$ cat src/rtl/dmem_lsu.sv
// dmem_lsu: load/store initiator between the CPU memory stage and a
// word-addressed data memory. The memory reads combinationally and writes
// whole words on the clock edge. Sub-word stores use read-modify-write.
// Misaligned, illegal-size and out-of-range requests get an error response
// and never reach the memory.
module dmem_lsu #(
    parameter int unsigned MEM_WORDS = 1024
) (
    input  logic        clk,
    input  logic        reset,
    input  logic        req_valid,
    output logic        req_ready,
    input  logic        req_we,
    input  logic [1:0]  req_size,
    input  logic        req_unsigned,
    input  logic [31:0] req_addr,
    input  logic [31:0] req_wdata,
    output logic        resp_valid,
    output logic [31:0] resp_rdata,
    output logic        resp_err,
    output logic [31:0] mem_addr,
    output logic [31:0] mem_wdata,
    output logic        mem_we,
    input  logic [31:0] mem_rdata
);

    typedef enum logic [2:0] {
        IDLE, LOAD, STORE, RMW_RD, RMW_WR, RESP
    } state_t;

    state_t      state, next_state;

    logic        we_q;
    logic [1:0]  size_q;
    logic        uns_q;
    logic [31:0] addr_q;
    logic [31:0] wdata_q;
    logic [31:0] merged_q;

    logic        accept;
    logic        req_err;
    logic [7:0]  lane_b;
    logic [15:0] lane_h;
    logic [31:0] load_ext;
    logic [31:0] merged;

    assign accept   = req_valid & req_ready;
    assign mem_addr = {2'b00, addr_q[31:2]};

    // Request validation, evaluated on the unlatched inputs at acceptance
    always_comb begin
        req_err = 1'b0;
        if (req_size == 2'b11)
            req_err = 1'b1;
        if (req_size == 2'b01 && req_addr[0])
            req_err = 1'b1;
        if (req_size == 2'b10 && req_addr[1:0] != 2'b00)
            req_err = 1'b1;
        if ({2'b00, req_addr[31:2]} >= 32'(MEM_WORDS))
            req_err = 1'b1;
    end

    // Lane extraction and sign/zero extension of load data
    always_comb begin
        lane_b   = mem_rdata[{addr_q[1:0], 3'b000} +: 8];
        lane_h   = addr_q[1] ? mem_rdata[31:16] : mem_rdata[15:0];
        load_ext = mem_rdata;
        case (size_q)
            2'b00:   load_ext = uns_q ? {24'h0, lane_b} : {{24{lane_b[7]}}, lane_b};
            2'b01:   load_ext = uns_q ? {16'h0, lane_h} : {{16{lane_h[15]}}, lane_h};
            default: load_ext = mem_rdata;
        endcase
    end

    // Merge the store byte/half into the word read back from memory
    always_comb begin
        merged = mem_rdata;
        if (size_q == 2'b00)
            merged[{addr_q[1:0], 3'b000} +: 8] = wdata_q[7:0];
        else
            merged[{addr_q[1], 4'b0000} +: 16] = wdata_q[15:0];
    end

    // State register
    always_ff @(posedge clk) begin
        if (reset)
            state <= IDLE;
        else
            state <= next_state;
    end

    // Next-state logic
    always_comb begin
        next_state = state;
        case (state)
            IDLE: begin
                if (accept) begin
                    if (req_err)
                        next_state = RESP;
                    else if (!req_we)
                        next_state = LOAD;
                    else if (req_size == 2'b10)
                        next_state = STORE;
                    else
                        next_state = RMW_RD;
                end
            end
            LOAD:    next_state = RESP;
            STORE:   next_state = RESP;
            RMW_RD:  next_state = RMW_WR;
            RMW_WR:  next_state = RESP;
            RESP:    next_state = IDLE;
            default: next_state = IDLE;
        endcase
    end

    // Outputs decoded from state; reset gates every strobe immediately
    always_comb begin
        req_ready  = (state == IDLE) && !reset;
        resp_valid = (state == RESP) && !reset;
        mem_we     = ((state == STORE) || (state == RMW_WR)) && !reset;
        mem_wdata  = '0;
        if (!reset) begin
            if (state == STORE)
                mem_wdata = wdata_q;
            else if (state == RMW_WR)
                mem_wdata = merged_q;
        end
    end

    // Request latch, merge register and response registers; the response
    // registers are loaded on the edge entering RESP and then hold
    always_ff @(posedge clk) begin
        if (reset) begin
            we_q       <= 1'b0;
            size_q     <= '0;
            uns_q      <= 1'b0;
            addr_q     <= '0;
            wdata_q    <= '0;
            merged_q   <= '0;
            resp_rdata <= '0;
            resp_err   <= 1'b0;
        end else begin
            if (accept) begin
                we_q    <= req_we;
                size_q  <= req_size;
                uns_q   <= req_unsigned;
                addr_q  <= req_addr;
                wdata_q <= req_wdata;
                if (req_err) begin
                    resp_rdata <= '0;
                    resp_err   <= 1'b1;
                end
            end
            case (state)
                LOAD: begin
                    resp_rdata <= we_q ? '0 : load_ext;
                    resp_err   <= 1'b0;
                end
                STORE, RMW_WR: begin
                    resp_rdata <= '0;
                    resp_err   <= 1'b0;
                end
                RMW_RD:  merged_q <= merged;
                default: ;
            endcase
        end
    end

endmodule

$ cat config.mk
export PLATFORM = sky130hd
export DESIGN_NAME = dmem_lsu
export DESIGN_NICKNAME = d
export VERILOG_FILES = /design/src/rtl/dmem_lsu.sv
export SDC_FILE = /design/constraint.sdc
export NUM_CORES = 1
export LEC_CHECK = 0
export ABC_AREA = 1
export ABC_CLOCK_PERIOD_IN_PS = 2500
export CAP_MARGIN = 25
export CORE_AREA = 5 5 162 164
export DETAILED_ROUTE_END_ITERATION = 6
export DIE_AREA = 0 0 167 169
export SLEW_MARGIN = 25
export SYNTH_ARGS = -nofsm -noshare
export SYNTH_HDL_FRONTEND = slang
export SYNTH_SLANG_ARGS = --single-unit
$ cat constraint.sdc
create_clock -name clk -period 2.5 [get_ports clk]
set_input_delay 0.75 -clock clk [delete_from_list [all_inputs] [get_ports clk]]
set_output_delay 0.75 -clock clk [all_outputs]
set_load 0.005 [all_outputs]
==> flow_summary.json, run 1 <==
{
  "max_cap_violations": 0,
  "fp.dieH_microns": 169,
  "coreArea_sq_mm": 0.0247,
  "drive_above_1_share_pct": 12.7,
  "p_int_mw": 4.46,
  "slowest_delay_ns": 0.36,
  "hpwl_microns": 19200,
  "power.density_mw_per_mm2": 633,
  "setup_slack_ns": 0.0649,
  "dieWidth_microns": 167,
  "die-area_sq_mm": 0.0282,
  "start_util_pct": 29.3,
  "min_period_over_period_pct": 97.4,
  "regArea_sq_mm": 0.00273,
  "gp_congestion": 0.894,
  "synth.most_common_cell": "nand2_1",
  "status": "completed",
  "ir_drop_mv": 0.279,
  "overflow": 0,
  "cts_hold_buf": 0,
  "slew_violations": 0,
  "cts_made_buffers": 17,
  "synth.top_cell.area_share_pct": 37.6,
  "path_class": "flip-flop to output pin",
  "worst_clock_skew_ns": 0.0112,
  "reg2reg_to": "merged_q[9]",
  "synth_area_leaders": "dfxtp_1, nand2_1, o21ai_0, a21oi_1, buf_4",
  "rr_worst_depth": 7,
  "pwr-share-seq_pct": 37.4,
  "drtIter0Drc": 577,
  "route.detailed.drc": 0,
  "vias": 7784,
  "finalSetupViolations": 0,
  "synth_area_sq_mm": 0.00724,
  "io_pins": 203,
  "max_freq_ghz": 0.411,
  "nets": 1327,
  "ys_ff_latch": 136,
  "p_sw_mw": 2.00,
  "cts_sinks": 136,
  "synth_common_cells": "nand2_1, o21ai_0, dfxtp_1",
  "yosys.area.top_type": "dfxtp_1",
  "grt_max_degree": 50,
  "synthCells": 1060,
  "ys_warn_count": 0,
  "drt_first_pass_iters": 5,
  "critPathRequiredTime_ns": 1.75,
  "crit_slowest_cell": "dfxtp_2",
  "post-route-cell-area_sq_mm": 0.0102,
  "grt_pass1_vias": 7432,
  "num_rows": 58,
  "antenna_left": 0,
  "holdPathStages": 2,
  "synth_cell_types": 33,
  "multiInputGateArea_sq_mm": 0.00377,
  "combPwrFrac_pct": 23.5,
  "viasPerCell": 4.98,
  "fillers": 2570,
  "grt_pass1_wl_microns": 41900,
  "hold_violations": 0,
  "leakagePower_nw": 3.80,
  "rrSetupSlack_ns": 0.39,
  "max-slew-margin-rel_pct": 55.1,
  "hold_end": "addr_q[20]",
  "clk_latency_ns": 0.43,
  "worst_pin_slew_ns": 0.673,
  "critPathBufInv": 4,
  "grtUsageTotal_pct": 18.5,
  "rsz0062_at_grt": "yes",
  "cts_root_buf": "clkbuf_16",
  "ys.flop_type": "dfxtp_1",
  "placed_area_sq_mm": 0.00947,
  "avgSynthCellArea_sq_um": 6.83,
  "crit_fanout": 20,
  "cp-end-kind": "output pin",
  "antenna_found_initial": 0,
  "min_period_ns": 2.44,
  "clk_transition_reported_paths_ns": 0.06,
  "hold_path.class": "flip-flop to flip-flop",
  "cp-start-kind": "flip-flop",
  "max-clock-path-buffers": 2,
  "wl_per_cell_microns": 17.1,
  "syn_to_final_growth_pct": 40.8,
  "cts_tree": "built",
  "synthArstFlopShare_pct": 0,
  "path_delay_family": "buffers and inverters",
  "timing.rr.start": "addr_q[1]",
  "synth-edff-count": 0,
  "swShare_pct": 30.9,
  "drt-total-wl_microns": 26600,
  "ys_seq_area_share_pct": 37.6,
  "finalPower_mw": 6.46,
  "diodes": 0,
  "portBuffers": 200,
  "clock_power_share_pct": 39.1,
  "crit_chain": "inv_2 > nor2_4 > nand2_2 > buf_4 > buf_12 > o22ai_1 > dlygate4sd2_1",
  "htreeDepth": 4,
  "pre_cts_ws_ns": -0.681,
  "min_from": "addr_q[20]",
  "arrival_ns": 1.69
}
==> cells in the final DEF (no fill, tap or decap), drive strengths merged <==
cell type / instances
o211ai: 32
clkinvlp: 3
a21oi: 101
dlygate4sd2: 7
clkbuf: 18
dlymetal6s2s: 2
buf: 70
a31oi: 9
nor2: 56
nor3: 3
conb: 2
clkinv: 9
bufbuf: 1
inv: 66
nand2: 266
clkdlybuf4s50: 164
o21bai: 1
bufinv: 2
clkdlybuf4s15: 6
ha: 5
o22ai: 40
nand3: 58
dfxtp: 136
a211oi: 8
o21ai: 167
==> cells by family (layout without fill, tap and decap cells) <==
| kind of cell | Yosys count | in the layout | share of synthesized area [%] |
|---|---|---|---|
| other cells | 1 | 2 | 0.0518 |
| compound gates | 358 | 358 | 27.4 |
| buf+inv | 177 | 348 | 11.9 |
| flops | 136 | 136 | 37.6 |
| simple gates | 383 | 383 | 22.2 |
| fa+ha+maj | 5 | 5 | 0.864 |
==> layout make-up <==
| cell class | instances | share of cell area, % |
|---|---|---|
| well taps | 330 | 4.05 |
| clock buffers | 18 | 4.21 |
| flip-flops and latches | 136 | 26.7 |
| multi-input cells | 748 | 37.0 |
| inverters | 66 | 2.58 |
| repair buffers | 250 | 24.0 |
| clock inverters | 14 | 1.47 |
==> metal layers <==
metal  global-route usage [%]  share of wire, %  vias up
met5                        0                 0        -
met4                     5.27               2.1        0
met1                     26.0                47     3575
met2                     28.2                43      303
met3                     4.62               8.0       36
li1                         -                 -     3870
==> worst register-to-register path, stage by stage, from the launching register on <==
cell and delay (ns):
dfxtp_2 0.52, clkinv_1 0.19, buf_4 0.23, ha_1 0.32, nand2_1 0.28, o22ai_1 0.15, o21ai_0 0.22, a21oi_1 0.09
==> power by group through the flow <==
stage	registers (mW)	logic, mW	clock network (mW)
4_1_cts	2.41	1.51	2.58
3_3_place_gp	2.45	1.46	0
6_report	2.41	1.52	2.52
2_1_floorplan	2.43	0.880	0
3_5_place_dp	2.45	1.47	0
5_1_grt	2.43	1.67	2.67
==> through the flow <==
step,cells,TNS (ns),util [%],hold slack (ns)
after floorplan,1061,0,-,0.442
after global placement,1521,-19.02,38.3,0.446
after detailed placement,1521,-20.51,38.3,0.468
after CTS,1562,-0.411,41.1,0.480
after global routing,1562,-0.0213,41.2,0.491
final,1562,0,41.2,0.481
==> timing repair <==
action	4_1_cts	5_1_grt
resized for setup	128	18
pin swaps	6	10
buffers inserted	7	1
setup endpoints to repair	35	34
gates cloned	2	0
==> flip-flops by register name (all words and copies together), names as in the netlist <==
register	count
addr_q	32
merged_q	32
resp_rdata	32
wdata_q	32
state	3
size_q	2
resp_err	1
uns_q	1
we_q	1
==> worst max-delay path by stage <==
stage              from            end  depth (start not counted)
3_5_place_dp      reset   mem_wdata[1]                          5
5_1_grt        state[1]   mem_wdata[2]                          9
3_3_place_gp      reset  mem_wdata[31]                          6
2_1_floorplan     reset  mem_wdata[10]                          6
6_report       state[1]  mem_wdata[29]                          7
4_1_cts        state[1]   mem_wdata[9]                          8
Power figures use the tool's default switching activity.
==> run 2: changes to the inputs <==
- CORE_AREA: 5 5 162 164 -> 2 2 159 161
- DIE_AREA: 0 0 167 169 -> 0 0 161 163
==> flow_summary.json, run 2 (synthesized netlist as in run 1, its figures left out) <==
{
  "cts_root_buf": "clkbuf_16",
  "rsz0062_at_grt": "no",
  "drive_above_1_share_pct": 12.0,
  "cp-end-kind": "output pin",
  "start_util_pct": 29.4,
  "slowest_delay_ns": 0.26,
  "power.density_mw_per_mm2": 668,
  "max_freq_ghz": 0.406,
  "num_rows": 58,
  "post-route-cell-area_sq_mm": 0.0102,
  "crit_chain": "buf_4 > inv_8 > buf_12 > bufbuf_16 > nand2_1 > o22ai_2 > buf_2",
  "cts_made_buffers": 17,
  "cts_tree": "built",
  "drt_first_pass_iters": 5,
  "cp-start-kind": "input port",
  "fp.dieH_microns": 163,
  "setup_slack_ns": 0.0388,
  "diodes": 0,
  "nets": 1327,
  "die-area_sq_mm": 0.0262,
  "coreArea_sq_mm": 0.0247,
  "syn_to_final_growth_pct": 41.2,
  "placed_area_sq_mm": 0.00946,
  "fin_util_pct": 41.5,
  "final_common_cell": "nand2_1",
  "dieWidth_microns": 161,
  "htreeDepth": 4,
  "grt_pass1_vias": 7121,
  "stdcell_count": 1562,
  "crit_fanout": 10,
  "arrival_ns": 1.71,
  "max-slew-margin-rel_pct": 61.7,
  "finalSetupViolations": 0,
  "hold_violations": 0,
  "leakagePower_nw": 3.81,
  "slew_violations": 0,
  "drt-total-wl_microns": 26000,
  "route.detailed.drc": 0,
  "max-clock-path-buffers": 2,
  "antenna_left": 0,
  "path_class": "input port to output pin",
  "overflow": 0,
  "dp.cells": 1523,
  "clk_latency_ns": 0.41,
  "min_period_over_period_pct": 98.4,
  "pre_cts_ws_ns": -0.621,
  "status": "completed",
  "clk_transition_reported_paths_ns": 0.06,
  "max_cap_violations": 0,
  "hold_path.class": "flip-flop to flip-flop",
  "portBuffers": 200,
  "grtUsageTotal_pct": 19.4,
  "crit_slowest_cell": "bufbuf_16",
  "hpwl_microns": 19000,
  "cts_sinks": 136,
  "vias": 7708,
  "finalPower_mw": 6.83,
  "timing.setup.tns_ns": 0,
  "gp_congestion": 0.869,
  "antenna_found_initial": 0,
  "grt_max_degree": 49,
  "drtIter0Drc": 678,
  "grt_pass1_wl_microns": 39800,
  "critPathRequiredTime_ns": 1.75,
  "min_period_ns": 2.46,
  "viasPerCell": 4.93,
  "timing.hold.ws_ns": 0.452,
  "wl_per_cell_microns": 16.6,
  "worst_clock_skew_ns": 0.00802,
  "worst_pin_slew_ns": 0.574,
  "layout_common_cells": "nand2_1, clkdlybuf4s50_1, o21ai_0, dfxtp_1, a21oi_1",
  "io_pins": 203,
  "ir_drop_mv": 0.377
}
==> run 2: changes by cell type in the layout (fill, tap and decap cells not counted), sizes merged <==
| cell | delta |
|---|---|
| clkbuf | +7 |
| bufinv | +4 |
| clkinv | -4 |
| buf | -3 |
| clkdlybuf4s15 | -3 |
| dlygate4sd2 | +3 |
| dlymetal6s2s | -2 |
| clkinvlp | -1 |
| inv | -1 |
==> run 2: routing by layer <==
metal  global-route usage [%]  vias up  part of all wire [%]
li1                         -     3881                     -
met1                     26.8     3472                    46
met2                     30.1      327                    44
met3                     4.28       28                   8.5
met4                     6.33        0                   2.3
met5                        0        -                     0
==> run 2: critical path: cells and delay by family <==
| family | cells | cell delay, ns |
|---|---|---|
| AO/OA/AOI/OAI | 1 | 0.18 |
| buffers and inverters | 5 | 0.71 |
| AND/OR/NAND/NOR | 1 | 0.07 |
==> run 2: area by class of cell <==
class / instances / area (sq um)
fillers: 2560 / 14400
well taps: 330 / 413
multi-input cells: 748 / 3730
clock inverters: 12 / 223
repair buffers: 250 / 2430
clock buffers: 20 / 447
flip-flops and latches: 136 / 2730
inverters: 66 / 258
==> run 2: report_power, final <==
group	switching, mW	total (mW)	leakage [nW]	internal [mW]
combinational	0.853	1.53	2.39	0.675
clock	0.996	2.89	0.320	1.90
sequential	0.0915	2.41	1.11	2.32
total	1.94	6.83	3.81	4.89
==> run 2: worst paths after layout <==
check	startpoint	end	slack (ns)	cells after the start
worst max-delay path	reset	mem_wdata[16]	0.04	7
worst min-delay path	resp_err	resp_err	0.45	2
worst max register to register	size_q[1]	resp_rdata[27]	0.53	9
worst min register to register	resp_err	resp_err	0.45	2
==> run 2: timing repair <==
item | in CTS | in global routing
hold buffers | 0 | 0
setup buffers | 5 | 1
cloned | 2 | 0
gates resized for setup | 112 | 23
pin swaps | 4 | 2
endpoints found under the setup margin | 35 | 15
==> run 3: changes to the inputs <==
- MAX_ROUTING_LAYER: unset -> met4
- SKIP_LAST_GASP: unset -> 1
==> flow_summary.json, run 3 (synthesized netlist as in run 1, its figures left out) <==
{
  "antenna_left": 0,
  "grt_pass1_wl_microns": 39700,
  "max-clock-path-buffers": 2,
  "antenna_found_initial": 0,
  "gp_congestion": 0.883,
  "drtIter0Drc": 677,
  "slowest_delay_ns": 0.50,
  "regArea_sq_mm": 0.00273,
  "worst_pin_slew_ns": 0.569,
  "max-slew-margin-rel_pct": 62.1,
  "setup_slack_ns": -0.0135,
  "drt-total-wl_microns": 26100,
  "cts_root_buf": "clkbuf_16",
  "cts_tree": "built",
  "grt_max_degree": 49,
  "power.density_mw_per_mm2": 667,
  "crit_fanout": 3,
  "die-area_sq_mm": 0.0262,
  "clk_transition_reported_paths_ns": 0.06,
  "dieWidth_microns": 161,
  "cts_made_buffers": 17,
  "slew_violations": 0,
  "syn_to_final_growth_pct": 41.9,
  "htreeDepth": 4,
  "violations": "negative setup slack",
  "layout_common_cells": "nand2_1, clkdlybuf4s50_1, o21ai_0, dfxtp_1, a21oi_1",
  "fillers": 2563,
  "path_delay_family": "buffers and inverters",
  "leakagePower_nw": 3.86,
  "io_pins": 203,
  "use_met2_pct": 30.1,
  "crit_slowest_cell": "clkdlybuf4s50_1",
  "drt_first_pass_iters": 5,
  "worst_clock_skew_ns": 0.00910,
  "finalSetupViolations": 1,
  "multiInputGateArea_sq_mm": 0.00375,
  "ir_drop_mv": 0.378,
  "pre_cts_ws_ns": -0.621,
  "hold_path.class": "flip-flop to flip-flop",
  "num_rows": 58,
  "cts_sinks": 136,
  "hpwl_microns": 19000,
  "coreArea_sq_mm": 0.0247,
  "min_period_over_period_pct": 101,
  "max_freq_ghz": 0.398,
  "grt_use_met3_pct": 3.69,
  "rsz0062_at_grt": "yes",
  "grt-busiest-layer": "met2",
  "wl_per_cell_microns": 16.7,
  "critPathRequiredTime_ns": 1.75,
  "vias": 7710,
  "rrSetupSlack_ns": 0.51,
  "crit_chain": "nor2_2 > buf_4 > buf_4 > nand2_2 > nor2_1 > clkdlybuf4s50_1",
  "route.detailed.drc": 0,
  "cp-end-kind": "output pin",
  "viasPerCell": 4.93,
  "grt_pass1_vias": 7111,
  "drive_above_1_share_pct": 12.4,
  "grtUsageTotal_pct": 20.0,
  "clk_latency_ns": 0.42,
  "cp-start-kind": "flip-flop",
  "arrival_ns": 1.76,
  "start_util_pct": 29.4,
  "max_cap_violations": 0,
  "path_class": "flip-flop to output pin",
  "overflow": 0,
  "grtUsageMet1_pct": 27.2,
  "min_period_ns": 2.51,
  "crit_top_cell": "buf_4",
  "portBuffers": 200,
  "critPathBufInv": 3,
  "nets": 1328,
  "fin_util_pct": 41.6,
  "hold_violations": 0,
  "fp.dieH_microns": 163,
  "status": "finished, violations left",
  "final_common_cell": "nand2_1",
  "diodes": 0
}
run 3: cell count changes in the layout (fill, tap and decap cells not counted):
| cell | change |
|---|---|
| clkbuf_2 | +3 |
| dlygate4sd2_1 | -3 |
| o22ai_1 | -3 |
| o22ai_2 | +3 |
| clkdlybuf4s15_2 | -2 |
| dlymetal6s2s_1 | +2 |
| buf_12 | +1 |
| buf_16 | +1 |
| buf_6 | -1 |
| clkdlybuf4s15_1 | -1 |
| clkdlybuf4s50_1 | +1 |
run 3: path summary, 6_finish.rpt:
path	from	endpoint	cells past startpoint
max	state[1]	req_ready	6
max reg2reg	size_q[1]	resp_rdata[27]	9
min reg2reg	resp_err	resp_err	2
min	resp_err	resp_err	2
run 3: report_power, final:
group	switching (mW)	internal [mW]
Combinational	0.861	0.681
Sequential	0.0910	2.32
Clock	1.00	1.90
Total	1.95	4.90
run 3: layout make-up:
class                   count  area share [%]
repair buffers            251            23.9
flip-flops and latches    136            26.5
multi-input cells         748            36.5
inverters                  66            2.51
clock inverters            12            2.17
well taps                 330            4.02
clock buffers              20            4.35
run 3: repair_timing:
action | in CTS | in global routing
gates cloned | 2 | 0
setup endpoints to repair | 35 | 23
gates resized for setup | 101 | 39
hold buffers | 0 | 0
pin swaps | 4 | 4
buffers inserted | 5 | 1
run 3: worst reg2reg max path, stage by stage, from the launching register on:
cell     delay, ns
dfxtp_1       0.33
inv_4         0.23
nand2_4       0.34
nor2_8        0.26
nand2_1       0.08
nand2_1       0.12
nand2_4       0.11
nand3_4       0.17
nand2_1       0.14
a21oi_2       0.15
run 3: through the flow:
stage / cell area, sq um / hold WS [ns] / power [mW] / setup TNS [ns] / instances
after CTS: 10300 / 0.457 / 6.89 / -0.385 / 1562
after global routing: 10300 / 0.484 / 7.17 / -0.0866 / 1563
final: 10300 / 0.453 / 6.85 / -0.0135 / 1563
after global placement: 9460 / 0.438 / 3.92 / -18.28 / 1523
after detailed placement: 9460 / 0.445 / 3.93 / -19.80 / 1523
after floorplan: 7250 / 0.442 / 3.31 / 0 / 1061
run 3: routing by layer:
metal  wire length, microns  vias to the layer above
met4                    573                        0
li1                       -                     3887
met2                  11400                      317
met3                   1740                       31
met5                      0                        -
met1                  12400                     3475
